`src/rtl/lsu_wb_pkg.sv`:
```
// Shared RV32I load/store definitions: funct3 encodings, LSU state encoding, store lane bundle.
package lsu_wb_pkg;
   localparam int XLEN   = 32;
   localparam int NBYTES = XLEN / 8;

   typedef enum logic [1:0] {
      ST_IDLE = 2'd0,
      ST_REQ  = 2'd1,
      ST_WAIT = 2'd2,
      ST_WB   = 2'd3
   } lsu_state_e;

   // Loads and stores share the access-size field in funct3[1:0]; bit 2 marks unsigned loads.
   typedef enum logic [2:0] {
      F3_B  = 3'b000,
      F3_H  = 3'b001,
      F3_W  = 3'b010,
      F3_BU = 3'b100,
      F3_HU = 3'b101
   } mem_funct3_e;

   typedef struct packed {
      logic [NBYTES-1:0] be;
      logic [XLEN-1:0]   wdata;
   } store_lanes_t;

   function automatic logic is_misaligned(input logic [2:0] funct3, input logic [1:0] off);
      case (funct3[1:0])
         2'b00:   return 1'b0;
         2'b01:   return off[0];
         default: return off != 2'b00;
      endcase
   endfunction
endpackage

```
`src/rtl/lsu_align.sv`:
```
// Byte-lane alignment: load extract with sign/zero extension, store lane replication and byte enables.
// Purely combinational, no handshake; also used by the fetch side.
module lsu_align
   import lsu_wb_pkg::*;
(
   input  logic [2:0]      funct3_i,
   input  logic [1:0]      off_i,
   input  logic [XLEN-1:0] rdata_i,
   input  logic [XLEN-1:0] sdata_i,
   output logic [XLEN-1:0] ldata_o,
   output store_lanes_t    lanes_o
);
   mem_funct3_e f3;
   logic [7:0]  byte_sel;
   logic [15:0] half_sel;

   assign f3       = mem_funct3_e'(funct3_i);
   assign byte_sel = rdata_i[{off_i, 3'b000} +: 8];
   assign half_sel = off_i[1] ? rdata_i[31:16] : rdata_i[15:0];

   always_comb begin
      ldata_o = rdata_i;
      case (f3)
         F3_B:    ldata_o = {{24{byte_sel[7]}}, byte_sel};
         F3_BU:   ldata_o = {24'h0, byte_sel};
         F3_H:    ldata_o = {{16{half_sel[15]}}, half_sel};
         F3_HU:   ldata_o = {16'h0, half_sel};
         default: ldata_o = rdata_i;
      endcase
   end

   always_comb begin
      lanes_o.be    = 4'b1111;
      lanes_o.wdata = sdata_i;
      case (funct3_i[1:0])
         2'b00: begin
            lanes_o.be    = 4'b0001 << off_i;
            lanes_o.wdata = {4{sdata_i[7:0]}};
         end
         2'b01: begin
            lanes_o.be    = off_i[1] ? 4'b1100 : 4'b0011;
            lanes_o.wdata = {2{sdata_i[15:0]}};
         end
         default: ;
      endcase
   end
endmodule

```
`src/rtl/lsu_wb.sv`:
```
// RV32I load/store + writeback: single-outstanding req/gnt/rvalid access, aligned load data to the register file.
// Load accept->writeback >= 3 cycles; req_ready only in IDLE, mem_req held until mem_gnt.
module lsu_wb
   import lsu_wb_pkg::*;
#(
   parameter int DATAWIDTH   = XLEN,
   parameter int ADDRWIDTH   = 32,
   parameter int OPADDRWIDTH = 5
) (
   input  logic                   clk,
   input  logic                   rst,
   input  logic                   req_valid,
   output logic                   req_ready,
   input  logic                   req_load,
   input  logic [2:0]             req_funct3,
   input  logic [ADDRWIDTH-1:0]   req_addr,
   input  logic [DATAWIDTH-1:0]   req_wdata,
   input  logic [OPADDRWIDTH-1:0] req_rd,
   output logic                   mem_req,
   output logic                   mem_we,
   output logic [ADDRWIDTH-1:0]   mem_addr,
   output logic [3:0]             mem_be,
   output logic [DATAWIDTH-1:0]   mem_wdata,
   input  logic                   mem_gnt,
   input  logic                   mem_rvalid,
   input  logic [DATAWIDTH-1:0]   mem_rdata,
   output logic                   wb_we,
   output logic [OPADDRWIDTH-1:0] wb_rd,
   output logic [DATAWIDTH-1:0]   wb_wdata,
   output logic                   misalign,
   output logic                   busy
);
   lsu_state_e             state_q;
   logic                   ld_q;
   logic [2:0]             f3_q;
   logic [1:0]             off_q;
   logic [OPADDRWIDTH-1:0] rd_q;
   logic                   mem_req_q, mem_we_q, wb_we_q, misalign_q, busy_q;
   logic [ADDRWIDTH-1:0]   mem_addr_q;
   logic [3:0]             mem_be_q;
   logic [DATAWIDTH-1:0]   mem_wdata_q, wb_wdata_q;
   logic [OPADDRWIDTH-1:0] wb_rd_q;

   logic                   in_idle;
   logic [2:0]             align_f3;
   logic [1:0]             align_off;
   logic [DATAWIDTH-1:0]   ldata;
   store_lanes_t           lanes;

   // Store lanes come from the incoming op in IDLE; load extraction uses the latched op.
   assign in_idle   = (state_q == ST_IDLE);
   assign align_f3  = in_idle ? req_funct3 : f3_q;
   assign align_off = in_idle ? req_addr[1:0] : off_q;

   lsu_align u_align (
      .funct3_i (align_f3),
      .off_i    (align_off),
      .rdata_i  (mem_rdata),
      .sdata_i  (req_wdata),
      .ldata_o  (ldata),
      .lanes_o  (lanes)
   );

   always_ff @(posedge clk or posedge rst) begin
      if (rst) begin
         state_q     <= ST_IDLE;
         ld_q        <= 1'b0;
         f3_q        <= '0;
         off_q       <= '0;
         rd_q        <= '0;
         mem_req_q   <= 1'b0;
         mem_we_q    <= 1'b0;
         mem_addr_q  <= '0;
         mem_be_q    <= '0;
         mem_wdata_q <= '0;
         wb_we_q     <= 1'b0;
         wb_rd_q     <= '0;
         wb_wdata_q  <= '0;
         misalign_q  <= 1'b0;
         busy_q      <= 1'b0;
      end else begin
         misalign_q <= 1'b0;
         wb_we_q    <= 1'b0;
         case (state_q)
            ST_IDLE: if (req_valid) begin
               ld_q  <= req_load;
               f3_q  <= req_funct3;
               off_q <= req_addr[1:0];
               rd_q  <= req_rd;
               if (is_misaligned(req_funct3, req_addr[1:0])) begin
                  misalign_q <= 1'b1;
               end else begin
                  state_q     <= ST_REQ;
                  busy_q      <= 1'b1;
                  mem_req_q   <= 1'b1;
                  mem_we_q    <= !req_load;
                  mem_addr_q  <= {req_addr[ADDRWIDTH-1:2], 2'b00};
                  mem_be_q    <= lanes.be;
                  mem_wdata_q <= req_load ? '0 : lanes.wdata;
               end
            end
            ST_REQ: if (mem_gnt) begin
               mem_req_q <= 1'b0;
               state_q   <= ST_WAIT;
            end
            ST_WAIT: if (mem_rvalid) begin
               if (ld_q) begin
                  state_q    <= ST_WB;
                  wb_we_q    <= (rd_q != '0);
                  wb_rd_q    <= rd_q;
                  wb_wdata_q <= ldata;
               end else begin
                  state_q <= ST_IDLE;
                  busy_q  <= 1'b0;
               end
            end
            ST_WB: begin
               state_q <= ST_IDLE;
               busy_q  <= 1'b0;
            end
            default: state_q <= ST_IDLE;
         endcase
      end
   end

   assign req_ready = in_idle;
   assign mem_req   = mem_req_q;
   assign mem_we    = mem_we_q;
   assign mem_addr  = mem_addr_q;
   assign mem_be    = mem_be_q;
   assign mem_wdata = mem_wdata_q;
   assign wb_we     = wb_we_q;
   assign wb_rd     = wb_rd_q;
   assign wb_wdata  = wb_wdata_q;
   assign misalign  = misalign_q;
   assign busy      = busy_q;
endmodule

```
`config.mk`:
```
export PLATFORM = sky130hd
export DESIGN_NAME = lsu_wb
export DESIGN_NICKNAME = d
export VERILOG_FILES = /design/src/rtl/lsu_wb_pkg.sv /design/src/rtl/lsu_align.sv /design/src/rtl/lsu_wb.sv
export SDC_FILE = /design/constraint.sdc
export NUM_CORES = 1
export LEC_CHECK = 0
export CORE_MARGIN = 1
export CORE_UTILIZATION = 40
export CTS_CLUSTER_DIAMETER = 150
export DETAILED_ROUTE_END_ITERATION = 6
export PLACE_DENSITY = 0.84
export SLEW_MARGIN = 40
export SYNTH_ARGS = -nofsm -noshare
export SYNTH_HDL_FRONTEND = slang
export SYNTH_SLANG_ARGS = --single-unit
```
`constraint.sdc`:
```
create_clock -name clk -period 7.6 [get_ports clk]
set_clock_uncertainty 0.1 [all_clocks]
set_input_delay 1.52 -clock clk [delete_from_list [all_inputs] [get_ports clk]]
set_output_delay 1.52 -clock clk [all_outputs]
set_load 0.02 [all_outputs]
```
==> qor.txt <==
Status - finished clean
Syn Inst Count - 564
Most common cell after layout, fill and taps aside - clkdlybuf4s50_1
Num CTS Buffers - 17
Cts repair resizes - 0
Final min period - 3.85 ns
Routed vias/inst - 5.35
Fmax - 0.260 GHz
Reg-to-reg slack, setup - 4.68 ns
Worst Tran Pin Value - 0.834 ns
Final Hold Vio Count - 0
Post-DR wirelength/cell - 17.8 um
Detail Placement HPWL - 11.8 mm
MaxCap Viol Count - 0
Area after DPL - 0.00807 mm^2
Pint - 0.00236 W
Worst setup EP type - flip-flop
Port-buffer cells - 218
Clk slew on worst S/H paths - 0.05 ns
Total GRT Usage - 0.234
CTS tree - built
Leak - 3.77 nW
NetSw - 0.00148 W
Gr ovfl total - 0
Sequential share of the synthesized area - 0.523
Initial core utilization - 0.414
Antenna diodes - 0
Post-synthesis register bit count - 121
Syn-to-layout area delta - 50.2%
Crit Path Category - in -> reg
Post-synth EDFFs - 0
Most frequent cells in the layout - clkdlybuf4s50_1 (217), dfrtp_1 (121), nand2_1 (119)
Comb pwr share - 0.491
GPL Wtd Cong - 0.843
Residual DRC - 0
Hold Crit Start - wb_rd[1]
Setup violators final - 0
Max FO, Critical Path - 20
DR vias - 5138
Max VDD drop - 0.234 mV
Cell Rows - 43
Routed Antenna Nets - 0
CTS max path bufs - 2
Total Neg Setup Slack - 0 ns
CTS sink cnt - 121
Worst path required time - 7.78 ns
Die area - 0.0149 mm^2
First-pass iteration count of the detailed router - 7
Yosys warns - 0
Synth Flop Type - dfrtp_1
RR Endpoint - wb_wdata[29]
Cell depth of the worst min-delay path - 2
P per Cell Area - 442 mW/mm^2
Worst R2R Path Depth - 7
CTS Root Cell - clkbuf_16
Arrival time at the worst endpoint - 4.03 ns
Final Max Tran Viols - 0
Iter 0 DRT Violations - 353
Clk pwr share - 0.217
Reg-to-Reg Start - state_q[0]
Net switching fraction of the power - 0.385
Total Wirelength - 17.1 mm
Htree depth - 4
Fin area - 0.00869 mm^2
First-pass GRT wire length - 26.6 mm
Seq pwr share - 0.292
Largest net degree at the start of global routing - 106
Critical Path Source Type - input port
I/O pin cnt - 221
Post-CTS Hold Buffers - 0
Post-CTS Setup Inserts - 0
Die width - 122 um
Post-Syn Area per Cell - 10.3 um^2
Ratio of cells with drive above 1 in the final layout - 0.155
RSZ-0062 raised after global routing - false
Die Y - 122 um
Synth async-reset ratio - 1.00
Nets - 879
Clock Latency Late Sink - 0.41 ns
Initial antenna violation count - 0
WHS Endpoint - wb_rd[1]
Syn Std Cell Area - 0.00578 mm^2
Period utilization - 0.507
Max transition margin - 0.444
Vias in the first global route - 5181
CORE AREA - 0.0140 mm^2
Min-Delay Path Class - reg -> reg
Library cells used by synthesis - 44
## synthesized netlist by cell type (3+ instances only)
library cell  count  area (um^2)
a21o_1            3         22.5
a21oi_1          11         55.1
a31o_2            8         70.1
a31oi_1           3         18.8
buf_2            15         75.1
buf_4             3         22.5
buf_6             4         45.0
clkbuf_1         18         67.6
dfrtp_1         121         3030
inv_1             5         18.8
mux2_2           51          574
mux2i_1          17          170
nand2_1         119          447
nand2b_1         10         62.6
nand3_1          23          115
nand3_2          10          100
nor2_1           30          113
nor3_1            6         30.0
o21a_1            5         37.5
o21ai_0          37          185
o221ai_1          3         26.3
o22ai_1           5         31.3
o31ai_1          27          203
or3_1             6         37.5
## power by group through the flow
stage,Clock (W),Sequential [W],Combinational [W]
global placement,0,0.00112,0.00184
floorplan,0,0.00141,0.000793
finish,0.000834,0.00112,0.00188
global route,0.000875,0.00116,0.00202
CTS,0.000846,0.00112,0.00189
detailed placement,0,0.00113,0.00188
## routing by layer
metal / routed length, um / vias up / GRT usage
met5: 0 / - / 0
met4: 287 / 0 / 0.0724
met3: 1420 / 28 / 0.0869
met2: 8160 / 234 / 0.367
met1: 7210 / 2494 / 0.301
li1: - / 2382 / -
## cells by family after synthesis
kind of cell           synth area share
muxes                             0.136
DFF                               0.523
and+or+nand+nor                   0.169
buffers and inverters            0.0396
other                          0.000648
AOI/OAI and AO/OA                 0.132
## registers in the layout, indices dropped and copies added, names as in the netlist
signal and count:
busy 1, f3_q 3, ld_q 1, mem_addr 30, mem_be 4, mem_req 1
mem_wdata 32, mem_we 1, misalign 1, off_q 2, rd_q 5, state_q 2
wb_rd 5, wb_wdata 32, wb_we 1
## layout make-up
cell class	count	area (um^2)
Multi-Input combinational cell	399	2570
Clock inverter	9	148
Clock buffer	22	454
Tap cell	180	225
Timing Repair Buffer	225	2240
Sequential cell	121	3030
Fill cell	1131	5300
Inverter	5	23.8
## per-stage QoR
stage | worst slack (ns) | util | hold slack [ns] | cells | power, W
finish | 3.75 | 0.621 | 0.369 | 961 | 0.00384
global route | 3.65 | 0.621 | 0.401 | 961 | 0.00406
CTS | 3.58 | 0.620 | 0.377 | 960 | 0.00386
detailed placement | 3.15 | 0.577 | 0.363 | 929 | 0.00301
global placement | 3.06 | 0.576 | 0.357 | 929 | 0.00296
floorplan | 2.77 | - | 0.358 | 565 | 0.00220
## worst max path at each step
stage / cells after the start / slack [ns] / to / start
6_report: 7 / 3.75 / wb_wdata[29] / req_addr[1]
5_1_grt: 7 / 3.65 / wb_wdata[29] / req_addr[1]
4_1_cts: 6 / 3.58 / wb_wdata[30] / req_addr[1]
3_5_place_dp: 6 / 3.15 / wb_wdata[30] / req_addr[1]
3_3_place_gp: 6 / 3.06 / wb_wdata[27] / req_addr[1]
2_1_floorplan: 1 / 2.77 / busy / rst
## worst max-delay path: stages
cell and delay, ns:
clkdlybuf4s50_1 0.55, a21boi_4 0.60, mux2i_1 0.44, nor3_2 0.11, o31ai_4 0.41, buf_4 0.29, nand3_1 0.11
No activity file was read; power rests on OpenSTA's default activity.
